===== config.mk =====
export PLATFORM = sky130hd
export DESIGN_NAME = rf_writeback
export DESIGN_NICKNAME = d
export VERILOG_FILES = /design/src/rtl/rf_writeback.sv
export SDC_FILE = /design/constraint.sdc
export NUM_CORES = 1
export LEC_CHECK = 0
export ABC_CLOCK_PERIOD_IN_PS = 6450
export CAP_MARGIN = 20
export CORE_MARGIN = 2
export CORE_UTILIZATION = 55
export CTS_BUF_LIST = sky130_fd_sc_hd__clkbuf_8
export DETAILED_ROUTE_END_ITERATION = 16
export GPL_ROUTABILITY_DRIVEN = 0
export PLACE_DENSITY = 0.83
export SETUP_SLACK_MARGIN = 0.3
export SLEW_MARGIN = 15
export SYNTH_ARGS = -nofsm -noshare
export SYNTH_HDL_FRONTEND = slang
export SYNTH_SLANG_ARGS = --single-unit

===== constraint.sdc =====
create_clock -name clk -period 6.45 [get_ports clk]
set_input_delay 1.29 -clock clk [delete_from_list [all_inputs] [get_ports clk]]
set_output_delay 1.29 -clock clk [all_outputs]
set_load 0.01 [all_outputs]

===== src/rtl/rf_writeback.sv =====
`default_nettype none
// ============================================================================
//  Module      : rf_writeback
//  Description : Register-file write-side driver. ALU and LSU results arrive
//                over valid/ready and are buffered in one FIFO per source.
//                A round-robin arbiter pops at most one head per cycle into a
//                registered wen/waddr/wdata port. Results for x0 are popped
//                but never raise wen. query_hit reports whether a register
//                still has a write in flight, for stall logic.
//  Ports       : clk, reset (async, active-high)
//                alu_valid/alu_ready/alu_rd/alu_data : ALU result input
//                lsu_valid/lsu_ready/lsu_rd/lsu_data : LSU result input
//                wen/waddr/wdata                     : RF write port (registered)
//                query_addr/query_hit                : pending-write lookup
//                pending                             : buffered + issuing count
//  Revision    : 1.0 - initial release
// ============================================================================

// ----------------------------------------------------------------------------
//  rf_writeback_fifo : per-source result buffer with associative rd lookup.
//  Ports: push/push_rd/push_data (push ignored when full), pop (caller only
//  pops when not empty), head_rd/head_data, full/empty/count, query_match.
// ----------------------------------------------------------------------------
module rf_writeback_fifo #(
   parameter int ADDR_WIDTH = 5,
   parameter int DATA_WIDTH = 32,
   parameter int FIFO_DEPTH = 2,
   parameter int CNT_W      = $clog2(FIFO_DEPTH + 1)
) (
   input  logic                  clk,
   input  logic                  reset,
   input  logic                  push,
   input  logic [ADDR_WIDTH-1:0] push_rd,
   input  logic [DATA_WIDTH-1:0] push_data,
   input  logic                  pop,
   input  logic [ADDR_WIDTH-1:0] query_addr,
   output logic                  full,
   output logic                  empty,
   output logic [CNT_W-1:0]      count,
   output logic [ADDR_WIDTH-1:0] head_rd,
   output logic [DATA_WIDTH-1:0] head_data,
   output logic                  query_match
);
   localparam int PTR_W = $clog2(FIFO_DEPTH);

   logic [ADDR_WIDTH-1:0] r_rd   [FIFO_DEPTH];
   logic [DATA_WIDTH-1:0] r_data [FIFO_DEPTH];
   logic [FIFO_DEPTH-1:0] r_vld;
   logic [PTR_W-1:0]      r_wptr;
   logic [PTR_W-1:0]      r_rptr;
   logic [CNT_W-1:0]      r_count;
   logic                  w_push;
   logic                  w_pop;

   assign full      = (r_count == CNT_W'(FIFO_DEPTH));
   assign empty     = (r_count == '0);
   assign count     = r_count;
   assign head_rd   = r_rd[r_rptr];
   assign head_data = r_data[r_rptr];

   // Full blocks the push even if a pop frees a slot this cycle.
   assign w_push = push && !full;
   assign w_pop  = pop && !empty;

   always_ff @(posedge clk or posedge reset) begin
      if (reset) begin
         r_wptr  <= '0;
         r_rptr  <= '0;
         r_count <= '0;
         r_vld   <= '0;
      end else begin
         // wptr == rptr only when empty or full, so a push and a pop never
         // touch the same valid bit in one cycle.
         if (w_push) begin
            r_wptr         <= r_wptr + PTR_W'(1);
            r_vld[r_wptr]  <= 1'b1;
         end
         if (w_pop) begin
            r_rptr         <= r_rptr + PTR_W'(1);
            r_vld[r_rptr]  <= 1'b0;
         end
         if (w_push && !w_pop) begin
            r_count <= r_count + CNT_W'(1);
         end else if (w_pop && !w_push) begin
            r_count <= r_count - CNT_W'(1);
         end
      end
   end

   // Payload storage needs no reset: the valid bits qualify every read.
   always_ff @(posedge clk) begin
      if (w_push) begin
         r_rd[r_wptr]   <= push_rd;
         r_data[r_wptr] <= push_data;
      end
   end

   always_comb begin
      query_match = 1'b0;
      for (int i = 0; i < FIFO_DEPTH; i++) begin
         if (r_vld[i] && (r_rd[i] == query_addr)) begin
            query_match = 1'b1;
         end
      end
   end
endmodule

// ----------------------------------------------------------------------------
//  rf_writeback : top level.
// ----------------------------------------------------------------------------
module rf_writeback #(
   parameter int ADDR_WIDTH = 5,
   parameter int DATA_WIDTH = 32,
   parameter int FIFO_DEPTH = 2
) (
   input  logic                                clk,
   input  logic                                reset,
   input  logic                                alu_valid,
   output logic                                alu_ready,
   input  logic [ADDR_WIDTH-1:0]               alu_rd,
   input  logic [DATA_WIDTH-1:0]               alu_data,
   input  logic                                lsu_valid,
   output logic                                lsu_ready,
   input  logic [ADDR_WIDTH-1:0]               lsu_rd,
   input  logic [DATA_WIDTH-1:0]               lsu_data,
   output logic                                wen,
   output logic [ADDR_WIDTH-1:0]               waddr,
   output logic [DATA_WIDTH-1:0]               wdata,
   input  logic [ADDR_WIDTH-1:0]               query_addr,
   output logic                                query_hit,
   output logic [$clog2(2*FIFO_DEPTH+2)-1:0]   pending
);
   localparam int CNT_W  = $clog2(FIFO_DEPTH + 1);
   localparam int PEND_W = $clog2(2*FIFO_DEPTH + 2);

   logic                  w_alu_full, w_alu_empty, w_alu_match;
   logic                  w_lsu_full, w_lsu_empty, w_lsu_match;
   logic [CNT_W-1:0]      w_alu_cnt, w_lsu_cnt;
   logic [ADDR_WIDTH-1:0] w_alu_head_rd, w_lsu_head_rd, w_sel_rd;
   logic [DATA_WIDTH-1:0] w_alu_head_data, w_lsu_head_data, w_sel_data;
   logic                  w_pop_alu, w_pop_lsu, w_any_pop;
   logic                  w_both;

   // 1 = ALU wins the next contended cycle; reset favours the LSU.
   logic                  r_rr_alu;
   logic                  r_wen;
   logic [ADDR_WIDTH-1:0] r_waddr;
   logic [DATA_WIDTH-1:0] r_wdata;

   rf_writeback_fifo #(
      .ADDR_WIDTH (ADDR_WIDTH),
      .DATA_WIDTH (DATA_WIDTH),
      .FIFO_DEPTH (FIFO_DEPTH),
      .CNT_W      (CNT_W)
   ) u_alu_fifo (
      .clk         (clk),
      .reset       (reset),
      .push        (alu_valid),
      .push_rd     (alu_rd),
      .push_data   (alu_data),
      .pop         (w_pop_alu),
      .query_addr  (query_addr),
      .full        (w_alu_full),
      .empty       (w_alu_empty),
      .count       (w_alu_cnt),
      .head_rd     (w_alu_head_rd),
      .head_data   (w_alu_head_data),
      .query_match (w_alu_match)
   );

   rf_writeback_fifo #(
      .ADDR_WIDTH (ADDR_WIDTH),
      .DATA_WIDTH (DATA_WIDTH),
      .FIFO_DEPTH (FIFO_DEPTH),
      .CNT_W      (CNT_W)
   ) u_lsu_fifo (
      .clk         (clk),
      .reset       (reset),
      .push        (lsu_valid),
      .push_rd     (lsu_rd),
      .push_data   (lsu_data),
      .pop         (w_pop_lsu),
      .query_addr  (query_addr),
      .full        (w_lsu_full),
      .empty       (w_lsu_empty),
      .count       (w_lsu_cnt),
      .head_rd     (w_lsu_head_rd),
      .head_data   (w_lsu_head_data),
      .query_match (w_lsu_match)
   );

   assign alu_ready = !w_alu_full;
   assign lsu_ready = !w_lsu_full;

   // Arbitration: a lone non-empty FIFO always wins; rr only decides ties.
   assign w_both     = !w_alu_empty && !w_lsu_empty;
   assign w_pop_alu  = !w_alu_empty && (w_lsu_empty || r_rr_alu);
   assign w_pop_lsu  = !w_lsu_empty && (w_alu_empty || !r_rr_alu);
   assign w_any_pop  = w_pop_alu || w_pop_lsu;
   assign w_sel_rd   = w_pop_alu ? w_alu_head_rd   : w_lsu_head_rd;
   assign w_sel_data = w_pop_alu ? w_alu_head_data : w_lsu_head_data;

   always_ff @(posedge clk or posedge reset) begin
      if (reset) begin
         r_rr_alu <= 1'b0;
         r_wen    <= 1'b0;
         r_waddr  <= '0;
         r_wdata  <= '0;
      end else begin
         if (w_both) begin
            r_rr_alu <= !r_rr_alu;
         end
         // x0 results are consumed silently; address/data hold when idle.
         if (w_any_pop && (w_sel_rd != '0)) begin
            r_wen   <= 1'b1;
            r_waddr <= w_sel_rd;
            r_wdata <= w_sel_data;
         end else begin
            r_wen   <= 1'b0;
         end
      end
   end

   assign wen   = r_wen;
   assign waddr = r_waddr;
   assign wdata = r_wdata;

   assign query_hit = (query_addr != '0) &&
                      (w_alu_match || w_lsu_match || (r_wen && (r_waddr == query_addr)));

   assign pending = PEND_W'(w_alu_cnt) + PEND_W'(w_lsu_cnt) + PEND_W'(r_wen);
endmodule
`default_nettype wire


==> qor.txt, run 1 <==
run status - finished clean
Critical Path Start - query_addr[0]
HPWL after detailed placement - 10660 um
CTS buffer count - 17
Initial Util - 56.19%
Crit Path Max Fanout - 6
# port buffers - 126
fin crit share - 71.89%
placed cell areas - 9562 um2
startpoint types - primary input
Final #Nets - 722
hold wc startpoint - wdata[7]$_DFFE_PP0P_
Hold Path Class - reg -> reg
headroom to the max-slew limit - 28.60%
ys async rst share - 25.63%
library cells used by synthesis - 39
vias in the first global route - 4937
max_cap viols - 0
initial antenna violation count - 0
grt total ovfl - 0
Fill cells - 1004
post-synthesis to final-layout area growth - 22.18%
row count - 44
post-layout minimum cycle time - 4637 ps
CTS tree - yes
Total Power - 4797 uW
final wirelength - 16760 um
CTS H-tree depth - 4
DRC - 0
Reg clk slew, reported paths - 90 ps
worst vdd ir - 0.2802 mV
core area - 14530 um2
Resized Gates After CTS - 0
number of top-level pins - 127
# clock sinks - 199
Post-DRT Antenna Nets - 0
largest net degree at the start of global routing - 72
clk_skew - 17.83 ps
share of cells above drive strength 1 - 12.04%
fmax - 215.7 MHz
sequential area share after synthesis - 70.05%
Clock Tree Root - clkbuf_8
final slew viol count - 0
Sum Neg Setup Slack - 0 ps
FF/Latch Area - 5723 um2
Final Cell Area - 9978 um2
buffer count from post-CTS setup fixing - 0
clock latency on the worst-skew pair - 460 ps
WHS - 504.2 ps
Cell Pwr Density - 480.7 nW/um2
worst endpoint required time - 5160 ps
slew at the pin closest to its max-slew limit - 1071 ps
RSZ-0062 raised after global routing - false
top_reg_cell synth - edfxtp_1
Synth top area share - 54.42%
Final Hold Violating Endpoints - 0
EDFF count, synth - 148
cts hold-fix bufs - 0
Critical Path End Type - primary output
final setup margin - 1813 ps
post-synthesis cell count - 513
cell taking the most area after synthesis - edfxtp_1
Initial DRT Pass Iterations - 4
DIE HEIGHT - 125.9 um
Vias - 4736
Syn Area/Cell - 15.92 um2
# setup viols final - 0
vias per cell - 5.692
commonest cells after routing, fill and taps aside - edfxtp_1, clkdlybuf4s50_1, dfrtp_1
Synth Net Count - 600
Synth warnings - 0
kind of critical path - in -> out
Synth Register Bits - 199
WL/cell - 20.14 um
full die area - 15840 um2
Die X-Extent - 125.9 um
ANT cells - 0
top cells by area, synth - edfxtp_1, dfrtp_1, mux2i_1
most common cell after layout, fill and taps aside - edfxtp_1
Worst EP arrival - 3350 ps
first-pass GRT wire length - 26190 um
Leak Pwr - 0.003615 uW
Multi-input gate area - 2247 um2
Max Root-Sink Buffers - 2
initial DRC count - 405
R2R Path Start - u_lsu_fifo.r_rptr$_DFFE_PP0P_
overall routing resource usage - 21.85%
post-synthesis cell area - 8167 um2
Setup Slack @ Placement - 1849 ps
-- logic make-up after synthesis --
family / after synthesis / share of synthesized area (%)
compound gates: 85 / 7.078
buf+inv: 44 / 2.666
simple gates: 70 / 4.903
mux: 75 / 10.65
fa+ha+maj: 4 / 0.7967
flops: 199 / 70.05
xor+xnor: 36 / 3.861
-- flip-flops by register name, indices dropped and copies added, names as in the netlist, 2 cells and up --
| name | count |
|---|---|
| u_alu_fifo.r_vld | 2 |
| wdata | 32 |
| u_alu_fifo.r_rd | 10 |
| u_lsu_fifo.count | 2 |
| u_alu_fifo.r_data | 64 |
| u_lsu_fifo.r_vld | 2 |
| u_lsu_fifo.r_rd | 10 |
| u_lsu_fifo.r_data | 64 |
| u_alu_fifo.count | 2 |
| waddr | 5 |
-- stage by stage --
stage                     std cells  utilization (%)
final                           832            68.66
after global routing            832            68.66
after detailed placement        799            65.79
after CTS                       831            68.47
after floorplan                 513                -
after global placement          799            65.79
-- worst max-delay path, cell delays in order --
cell and delay [ps]:
clkdlybuf4s50_1 590, xor2_1 230, nor4_1 320, nand3_1 120, o31ai_1 90, o22a_1 180
clkdlybuf4s50_1 530
-- layer usage --
metal  track usage [%]  share of wire [%]  vias up
li1                  -                  -     2163
met1             27.65                 42     2403
met2             37.49                 51      143
met3             5.098                4.7       27
met4             7.434                2.0        0
met5                 0                  0        -
-- path summary, 6_finish.rpt --
check,to,slack (ps),cells past startpoint
max,query_hit,1810,7
min,wdata[7]$_DFFE_PP0P_,500,1
max reg2reg,wdata[2]$_DFFE_PP0P_,2980,7
min reg2reg,wdata[7]$_DFFE_PP0P_,500,1
max in group asynchronous,u_lsu_fifo.r_rptr$_DFFE_PP0P_,4590,3
min in group asynchronous,wdata[28]$_DFFE_PP0P_,1320,3
-- synthesized netlist by cell type (2+ instances only) --
cell	number
nand3_1	6
fa_1	2
buf_12	2
a32o_1	3
a211oi_1	34
or4_1	2
buf_1	3
o21ai_0	3
nor4_1	6
dfrtp_1	51
buf_2	2
clkbuf_1	21
inv_1	13
mux2_4	20
xor2_1	19
mux2_2	8
o22a_1	5
nor2b_1	35
ha_1	2
and3_1	2
nand2_1	10
a21oi_1	34
mux2_1	7
xnor2_1	17
mux2i_1	40
nor2_1	6
edfxtp_1	148
-- report_power, final --
part,internal [uW],switching [uW],total [uW]
combinational,997,979,1980
clock,346,424,770
sequential,1820,232,2050
total,3160,1640,4800
-- layout make-up --
class                      count  share of cell area (%)
tap                          184                   2.307
sequential                   199                   57.35
inverter                      14                  0.5517
multi-input combinational    270                   22.52
clock inverter                15                   1.555
clock buffer                  17                   2.345
timing repair buffer         133                   13.37
Note: power is estimated with default switching activity, not from simulation.
==> inputs of run 2 (changes only) <==
--- a/config.mk
+++ b/config.mk
@@ -5,14 +5,14 @@
 export SDC_FILE = /design/constraint.sdc
 export NUM_CORES = 1
 export LEC_CHECK = 0
-export ABC_CLOCK_PERIOD_IN_PS = 6450
+export ABC_CLOCK_PERIOD_IN_PS = 3900
 export CAP_MARGIN = 20
 export CORE_MARGIN = 2
-export CORE_UTILIZATION = 55
+export CORE_UTILIZATION = 50
 export CTS_BUF_LIST = sky130_fd_sc_hd__clkbuf_8
 export DETAILED_ROUTE_END_ITERATION = 16
 export GPL_ROUTABILITY_DRIVEN = 0
-export PLACE_DENSITY = 0.83
+export PLACE_DENSITY = 0.8
 export SETUP_SLACK_MARGIN = 0.3
 export SLEW_MARGIN = 15
 export SYNTH_ARGS = -nofsm -noshare
==> constraint.sdc (replaced) <==
create_clock -name clk -period 3.9 [get_ports clk]
set_input_delay 0.78 -clock clk [delete_from_list [all_inputs] [get_ports clk]]
set_output_delay 0.78 -clock clk [all_outputs]
set_load 0.01 [all_outputs]
==> qor.txt, run 2 (same netlist as run 1, synthesis figures left out) <==
# port buffers - 126 (unchanged)
commonest cells after routing, fill and taps aside - edfxtp_1, clkdlybuf4s50_1, dfrtp_1 (unchanged)
WL/cell - 19.65 um (was 20.14 um)
Final Hold Violating Endpoints - 0 (unchanged)
initial antenna violation count - 1 (was 0)
largest net degree at the start of global routing - 72 (unchanged)
headroom to the max-slew limit - 28.18% (was 28.60%)
Worst path max stage delay - 520 ps (was 590 ps)
Die X-Extent - 131.8 um (was 125.9 um)
final slew viol count - 0 (unchanged)
worst endpoint required time - 3120 ps (was 5160 ps)
Initial DRT Pass Iterations - 4 (unchanged)
Slowest-stage cell, CP - clkdlybuf4s50_1 (unchanged)
CTS H-tree depth - 4 (unchanged)
Reg clk slew, reported paths - 90 ps (about the same)
Worst EP arrival - 2460 ps (was 3350 ps)
# setup viols final - 0 (unchanged)
Final #Nets - 723 (was 722)
clock latency on the worst-skew pair - 450 ps (was 460 ps)
Critical Path End Type - primary output (unchanged)
worst vdd ir - 0.4275 mV (was 0.2802 mV)
Hold Path Class - reg -> reg (unchanged)
startpoint types - flop (was primary input)
initial DRC count - 323 (was 405)
post-layout minimum cycle time - 3243 ps
core area - 15940 um2 (was 14530 um2)
fin crit share - 83.16%
Fill cells - 1180 (was 1004)
slew at the pin closest to its max-slew limit - 1077 ps (was 1071 ps)
Total Power - 7955 uW (was 4797 uW)
RSZ-0062 raised after global routing - false (unchanged)
CTS buffer count - 17 (unchanged)
grt total ovfl - 0 (unchanged)
vias in the first global route - 5061 (was 4937)
HPWL after detailed placement - 11360 um (was 10660 um)
post-route non-filler standard cell count - 865 (was 832)
WHS - 507.3 ps (was 504.2 ps)
DIE HEIGHT - 131.8 um (was 125.9 um)
share of cells above drive strength 1 - 11.71% (was 12.04%)
post-synthesis to final-layout area growth - 22.94% (was 22.18%)
CP delay by family, top - adder cells (was buffers and inverters)
FF/Latch Area - 5723 um2 (unchanged)
DRC - 0 (unchanged)
ANT cells - 0 (unchanged)
Cell Pwr Density - 792.4 nW/um2 (was 480.7 nW/um2)
full die area - 17370 um2 (was 15840 um2)
Crit Path Max Fanout - 6 (unchanged)
row count - 46 (was 44)
Cell Count Post-Placement - 833 (was 799)
most common cell after layout, fill and taps aside - edfxtp_1 (unchanged)
worst-path cell chain - inv_1 -> fa_1 -> fa_1 -> inv_1 -> clkdlybuf4s50_1 (was clkdlybuf4s50_1 -> xor2_1 -> nor4_1 -> nand3_1 -> o31ai_1 -> o22a_1 -> clkdlybuf4s50_1)
run status - finished clean (unchanged)
Leak Pwr - 0.003676 uW (was 0.003615 uW)
Vias - 4664 (was 4736)
CTS tree - yes (unchanged)
Max Root-Sink Buffers - 2 (unchanged)
max_cap viols - 0 (unchanged)
final setup margin - 656.8 ps (was 1813 ps)
Sum Neg Setup Slack - 0 ps (unchanged)
first-pass GRT wire length - 26950 um (was 26190 um)
fmax - 308.3 MHz
Setup Slack @ Placement - 335.7 ps (was 1849 ps)
overall routing resource usage - 20.13% (was 21.85%)
Clock Tree Root - clkbuf_8 (unchanged)
clk_skew - 26.80 ps (was 17.83 ps)
# clock sinks - 199 (unchanged)
kind of critical path - reg -> out (was in -> out)
vias per cell - 5.392 (was 5.692)
Multi-input gate area - 2247 um2 (unchanged)
crit path buf inv count - 3 (was 2)
Post-DRT Antenna Nets - 0 (unchanged)
Initial Util - 51.22% (was 56.19%)
number of top-level pins - 127 (unchanged)
final wirelength - 17000 um (was 16760 um)
buffer count from post-CTS setup fixing - 0 (unchanged)
==> run 2: cell types whose count changed in the layout (fill, tap and decap cells not counted) <==
cell             before  now
buf_16                1    0
buf_12                0    1
clkinvlp_4            2    0
buf_4                 6    7
inv_1                13   14
clkinv_4              5    4
dlymetal6s2s_1        0    5
bufinv_16             2    3
clkinv_1              0    2
inv_6                 2    1
clkdlybuf4s50_1     126  121
==> run 2: worst paths after layout <==
kind	depth (start not counted)	slack, ps	from	to
max	5	660	u_alu_fifo.count[0]$_DFFE_PP0P_	pending[1]
min	1	510	wdata[8]$_DFFE_PP0P_	wdata[8]$_DFFE_PP0P_
max reg2reg	5	1150	u_alu_fifo.r_rptr$_DFFE_PP0P_	wdata[3]$_DFFE_PP0P_
min reg2reg	1	510	wdata[8]$_DFFE_PP0P_	wdata[8]$_DFFE_PP0P_
max in group asynchronous	3	2330	reset	wdata[9]$_DFFE_PP0P_
min in group asynchronous	2	720	reset	wdata[29]$_DFFE_PP0P_
==> run 2: routing by layer <==
metal | global-route usage [%] | share of wire (%) | vias up
li1 | - | - | 2169
met1 | 25.81 | 42 | 2347
met2 | 34.12 | 52 | 136
met3 | 5.267 | 5.7 | 10
met4 | 5.737 | 0.66 | 2
met5 | 0 | 0.071 | -
==> run 2: layout make-up <==
| type | instances | share of cell area (%) |
|---|---|---|
| clock inverter | 15 | 1.633 |
| multi-input combinational | 270 | 22.38 |
| clock buffer | 17 | 2.331 |
| sequential | 199 | 57.00 |
| timing repair buffer | 134 | 13.41 |
| tap | 216 | 2.692 |
| inverter | 14 | 0.5484 |
==> run 2: power by group <==
group	switching, uW	leakage [uW]	internal, uW
Combinational	1590	0.00151	1650
Sequential	418	0.00196	3010
Clock	669	0.000211	628
Total	2680	0.00368	5280
==> run 2: per-stage QoR <==
step | area [um2] | utilization, %
after floorplan | 8167 | -
after global placement | 9629 | 60.40
after detailed placement | 9629 | 60.40
after CTS | 10030 | 62.89
after global routing | 10040 | 62.97
final | 10040 | 62.97
==> run 2: timing repair <==
action / in CTS / in global routing
hold buffers: 0 / 0
gates resized for setup: 0 / 5
endpoints found under the setup margin: 0 / 1
endpoints found under the hold margin: 0 / 0
